--- config.mk ---
export PLATFORM = sky130hd
export DESIGN_NAME = gmux_quad_ctrl
export DESIGN_NICKNAME = d
export VERILOG_FILES = /design/src/rtl/gmux_quad_ctrl.sv
export SDC_FILE = /design/constraint.sdc
export NUM_CORES = 1
export LEC_CHECK = 0
export BUFFER_PORTS_ARGS = -buffer_cell sky130_fd_sc_hd__buf_4
export CAP_MARGIN = 20
export CORE_UTILIZATION = 50
export CTS_CLUSTER_DIAMETER = 40
export DETAILED_ROUTE_END_ITERATION = 8
export PLACE_DENSITY = 0.72
export SYNTH_ARGS = -nofsm -noshare
export SYNTH_HDL_FRONTEND = slang
export SYNTH_SLANG_ARGS = --single-unit
--- constraint.sdc ---
create_clock -name CLK -period 3.2 [get_ports CLK]
set_input_delay 0.16 -clock CLK [delete_from_list [all_inputs] [get_ports CLK]]
set_output_delay 0.16 -clock CLK [all_outputs]
set_load 0.05 [all_outputs]
--- src/rtl/gmux_quad_ctrl.sv ---
// Control-side sequencer for the four-quadrant GMUX: wake/drain/low-power per quadrant
// and a glitch-free SSEL change that only lands while every quadrant is off.
module gmux_quad_ctrl #(
  parameter int unsigned WAKE_CYC  = 4,
  parameter int unsigned DRAIN_CYC = 2,
  parameter int unsigned CNT_W     = 4,
  parameter logic        SSEL_RST  = 1'b1
) (
  input  logic       CLK,
  input  logic       RST,
  input  logic [3:0] REQ,
  input  logic [3:0] CFG_DYN,
  input  logic [3:0] GATE,
  input  logic       SEL_REQ,
  output logic [3:0] SEN,
  output logic [3:0] DEN,
  output logic [3:0] DYNEN,
  output logic [3:0] VLP,
  output logic [3:0] ACK,
  output logic       SSEL,
  output logic       SEL_PEND
);

  typedef enum logic [1:0] {
    ST_OFF   = 2'd0,
    ST_WAKE  = 2'd1,
    ST_ON    = 2'd2,
    ST_DRAIN = 2'd3
  } qstate_e;

  localparam logic [CNT_W-1:0] WAKE_LD  = CNT_W'(WAKE_CYC - 1);
  localparam logic [CNT_W-1:0] DRAIN_LD = CNT_W'(DRAIN_CYC - 1);
  localparam logic [CNT_W-1:0] CNT_ZERO = {CNT_W{1'b0}};
  localparam logic [CNT_W-1:0] CNT_ONE  = {{(CNT_W-1){1'b0}}, 1'b1};

  qstate_e          st_q  [4];
  qstate_e          st_d  [4];
  logic [CNT_W-1:0] cnt_q [4];
  logic [CNT_W-1:0] cnt_d [4];
  logic [3:0]       mode_q, mode_d;
  logic [3:0]       sen_q, sen_d;
  logic [3:0]       den_q, den_d;
  logic [3:0]       dynen_q, dynen_d;
  logic [3:0]       vlp_q, vlp_d;
  logic [3:0]       ack_q, ack_d;
  logic             ssel_q, ssel_d;
  logic             sel_pend_q, sel_pend_d;
  logic             all_off_s;

  // Per-quadrant next-state and counter logic; a pending select blocks new wakes.
  always_comb begin
    for (int i = 0; i < 4; i++) begin
      st_d[i]   = st_q[i];
      cnt_d[i]  = cnt_q[i];
      mode_d[i] = mode_q[i];
      case (st_q[i])
        ST_OFF: begin
          if (REQ[i] && !sel_pend_q) begin
            st_d[i]  = ST_WAKE;
            cnt_d[i] = WAKE_LD;
          end else begin
            st_d[i] = ST_OFF;
          end
        end
        ST_WAKE: begin
          if (!REQ[i]) begin
            st_d[i] = ST_OFF;
          end else if (cnt_q[i] == CNT_ZERO) begin
            st_d[i]   = ST_ON;
            mode_d[i] = CFG_DYN[i];
          end else begin
            cnt_d[i] = cnt_q[i] - CNT_ONE;
          end
        end
        ST_ON: begin
          if (!REQ[i]) begin
            st_d[i]  = ST_DRAIN;
            cnt_d[i] = DRAIN_LD;
          end else begin
            st_d[i] = ST_ON;
          end
        end
        ST_DRAIN: begin
          if (cnt_q[i] == CNT_ZERO) begin
            st_d[i] = ST_OFF;
          end else begin
            cnt_d[i] = cnt_q[i] - CNT_ONE;
          end
        end
        default: begin
          st_d[i] = ST_OFF;
        end
      endcase
    end
  end

  // Output decode from the next state so every output is a flop aligned with its state.
  always_comb begin
    sen_d   = 4'h0;
    den_d   = 4'h0;
    dynen_d = 4'h0;
    vlp_d   = 4'h0;
    ack_d   = 4'h0;
    for (int i = 0; i < 4; i++) begin
      case (st_d[i])
        ST_OFF: begin
          vlp_d[i] = 1'b1;
        end
        ST_ON: begin
          ack_d[i]   = 1'b1;
          sen_d[i]   = ~mode_d[i];
          dynen_d[i] = mode_d[i];
          den_d[i]   = mode_d[i] & GATE[i];
        end
        default: begin
          vlp_d[i] = 1'b0;
        end
      endcase
    end
  end

  // Select interlock: switch only when every quadrant currently sits in OFF.
  always_comb begin
    all_off_s  = (st_q[0] == ST_OFF) && (st_q[1] == ST_OFF) &&
                 (st_q[2] == ST_OFF) && (st_q[3] == ST_OFF);
    ssel_d     = ssel_q;
    sel_pend_d = sel_pend_q;
    if (sel_pend_q) begin
      if (SEL_REQ == ssel_q) begin
        sel_pend_d = 1'b0;
      end else if (all_off_s) begin
        ssel_d     = SEL_REQ;
        sel_pend_d = 1'b0;
      end else begin
        sel_pend_d = 1'b1;
      end
    end else begin
      sel_pend_d = (SEL_REQ != ssel_q);
    end
  end

  // State and output registers with synchronous reset.
  always_ff @(posedge CLK) begin
    if (RST) begin
      for (int i = 0; i < 4; i++) begin
        st_q[i]  <= ST_OFF;
        cnt_q[i] <= CNT_ZERO;
      end
      mode_q     <= 4'h0;
      sen_q      <= 4'h0;
      den_q      <= 4'h0;
      dynen_q    <= 4'h0;
      vlp_q      <= 4'hF;
      ack_q      <= 4'h0;
      ssel_q     <= SSEL_RST;
      sel_pend_q <= 1'b0;
    end else begin
      for (int i = 0; i < 4; i++) begin
        st_q[i]  <= st_d[i];
        cnt_q[i] <= cnt_d[i];
      end
      mode_q     <= mode_d;
      sen_q      <= sen_d;
      den_q      <= den_d;
      dynen_q    <= dynen_d;
      vlp_q      <= vlp_d;
      ack_q      <= ack_d;
      ssel_q     <= ssel_d;
      sel_pend_q <= sel_pend_d;
    end
  end

  assign SEN      = sen_q;
  assign DEN      = den_q;
  assign DYNEN    = dynen_q;
  assign VLP      = vlp_q;
  assign ACK      = ack_q;
  assign SSEL     = ssel_q;
  assign SEL_PEND = sel_pend_q;

endmodule

==> key figures <==
Status
  – Status: finished, final reports clean

Clock network
  – CTS H-tree depth: 2
  – Clk slew on worst S/H paths: 90 ps
  – Post-CTS setup buffer count: 0
  – Clock tree from TritonCTS: built
  – CTS hold repair buffers: 0
  – Longest Clk Path Bufs: 2
  – Root buffer cell: clkbuf_8
  – Clock latency on the worst-skew pair: 290 ps
  – Post-cts sizing count: 0
  – Num Clock Sinks: 50
  – Clock buffer count from CTS: 5

Drt
  – Post-route DRC: 0
  – Vias: 1720
  – Via density: 5.34
  – Routed Antenna Nets: 0
  – First-pass iteration count of the detailed router: 4
  – Routed Wire Length: 3980 um
  – Initial DRC Count: 116
  – Routed len/inst: 12.4 um

Yosys
  – Syn nets: 262
  – Mapped Area: 0.00219 sq mm
  – Ys Warns: 0
  – Synth area leaders: dfxtp_1 (46%), a21oi_1 (5.5%), nor2_1 (5.0%), ha_1 (4.0%), o21ai_0 (3.0%)
  – Post-synthesis instance total: 240
  – Number of library cell types mapped by synthesis: 45
  – FF+latch count, synth: 50
  – Most used DFF post-synth: dfxtp_1
  – Synth top area share: 45.7%
  – Seq/Total Area, Yosys: 45.7%
  – Async SR Flop Fraction: 0%
  – Post-synth EDFFs: 0
  – Syn_area_per_cell: 9.13 sq um
  – Synth area leader: dfxtp_1

Floorplan
  – IO Count: 37
  – Core Footprint: 0.00412 sq mm
  – Die width: 68.2 um
  – Die area: 0.00465 sq mm
  – Initial core utilization: 53.2%
  – DIE HEIGHT: 68.2 um
  – Rows: 23

Timing
  – Final hold viol count: 0
  – Least-Margin Pin Slew: 482 ps
  – Sum Neg Setup Slack: 0 ps
  – Tmin final: 1700 ps
  – Period utilization: 53.1%
  – Clock skew: 4.90 ps
  – Final setup viols: 0
  – Relative slew slack: 67.9%
  – Final Max Slew Viols: 0
  – F_max: 0.588 GHz
  – RSZ-0062 raised after global routing: false

Min path
  – HP Class: in -> reg
  – Min-delay src: GATE[3]

Flow run
  – Max cap viols: 0

Power
  – Leak Pwr: 0.00103 uW
  – Reg power frac: 51.6%
  – Pint: 968 uW
  – Clk pwr share: 26.9%
  – Comb pwr share: 21.4%
  – Power Total: 1380 uW
  – Switch share: 30.0%
  – VDD IR max: 0.287 mV
  – Psw: 415 uW
  – Power per cell area: 539 mW/mm^2

Critical path
  – Worst r2r src: cnt_q[1][0]$_SDFFE_PP0P_
  – Startpoint types: register
  – Critical Path AT: 1870 ps
  – Critical path class: reg -> reg
  – Kind of end point of the critical path: register
  – Crit-path max FO: 5
  – Worst endpoint required time: 3370 ps
  – Critical path origin: cnt_q[1][0]$_SDFFE_PP0P_

Placed design
  – Port Buf Inserts: 36
  – Gp weighted congestion: 0.781
  – Post-DP HPWL: 2750 um

Global routing
  – Global route overflow: 0
  – Vias in the first global route: 1500
  – Initial antenna violation count: 0
  – Total track usage: 18.4%
  – First-pass GRT wire length: 6510 um
  – Largest net degree at the start of global routing: 39

Cells and area
  – Area delta synth->final: 17.0%
  – Layout cells sized above 1: 19.1%
  – Layout net count: 293
  – N_diodes: 0
## Yosys cell counts, types with 2 or more instances
library cell and instances:
a211oi_1 3, a21o_1 3, a21oi_1 24, and2_1 4
and4bb_2 3, clkbuf_1 8, dfxtp_1 50, ha_1 7
inv_1 11, mux2i_1 6, nand2_1 9, nand2b_1 3
nand3_1 4, nand3b_1 6, nand4b_1 5, nand4bb_1 3
nor2_1 29, nor2b_1 10, nor3_1 6, nor3b_1 3
nor4_1 2, o21ai_0 13, o221ai_1 2, o22a_1 2
or3_1 4
## state kept, by name (all words and copies together), names as in the netlist
name      cells
cnt_q        16
st_q          8
ACK           4
DEN           4
DYNEN         4
SEN           4
VLP           4
mode_q        4
SEL_PEND      1
SSEL          1
## cell families (layout without fill, tap and decap cells)
group,Yosys count,in the layout,share of synthesized area [%]
AOI/OAI and AO/OA,55,55,15.6
xor gates and xnor gates,1,1,0.400
adders and majority gates,7,7,4.00
buffers and inverters,23,55,4.23
DFF,50,50,45.7
muxes,7,7,3.37
and+or+nand+nor,97,97,26.7
## power groups by stage
stage          clock, uW  sequential (uW)  combinational [uW]
2_1_floorplan          0              756                 191
3_3_place_gp           0              728                 291
3_5_place_dp           0              728                 296
4_1_cts              385              714                 297
5_1_grt              412              723                 329
6_report             373              714                 296
## path summary, 6_finish.rpt
check                             end  slack, ps  cells past startpoint
min reg2reg      mode_q[0]$_SDFF_PP0_        490                      2
max reg2reg  cnt_q[1][1]$_SDFFE_PP0P_       1500                      6
min                 DEN[3]$_SDFF_PP0_         60                      2
max          cnt_q[1][1]$_SDFFE_PP0P_       1500                      6
## layout make-up
cell class	count	area [sq um]
Sequential cell	50	1000
Fill cell	363	1550
Multi-Input combinational cell	167	1100
Clock inverter	1	5.00
Tap cell	50	62.6
Inverter	11	41.3
Timing Repair Buffer	36	270
Clock buffer	7	86.3
## critical path: stages, from the launching register on
cell and delay, ps:
dfxtp_1 370, inv_1 100, ha_1 220, and4bb_2 260, a211oi_1 360, mux2i_1 230, nor2_1 50
## placed cells by master, fill, tap and decap left out, types with 4 or more instances in the layout
cell type  Yosys  layout
clkbuf_8       0       6
nand3_1        4       4
o21ai_0       13      13
buf_4          1      36
nand4b_1       5       5
dfxtp_1       50      50
ha_1           7       7
mux2i_1        6       6
nor2b_1       10      10
a21oi_1       24      24
nand2_1        9       9
inv_1         11      11
and2_1         4       4
nor3_1         6       6
or3_1          4       4
nor2_1        29      29
nand3b_1       6       6
## metal layers
metal  wire [um]  vias up  global-route usage, %
met3         198        2                   4.50
li1            -      906                      -
met5           0        -                      0
met4          23        0                   5.47
met1        1970      773                   24.5
met2        1800       39                   29.2
## stage by stage
| stage | util (%) | hold WS, ps | area (sq um) | setup WS (ps) | cells |
|---|---|---|---|---|---|
| finish | 62.3 | 64.0 | 2560 | 1500 | 322 |
| global route | 62.3 | 57.2 | 2560 | 1400 | 322 |
| CTS | 62.3 | 58.9 | 2560 | 1490 | 322 |
| detailed placement | 60.1 | 368 | 2470 | 1500 | 314 |
| global placement | 60.1 | 365 | 2470 | 1520 | 314 |
| floorplan | - | 282 | 2190 | 1540 | 240 |
Note: power is estimated with default switching activity, not from simulation.
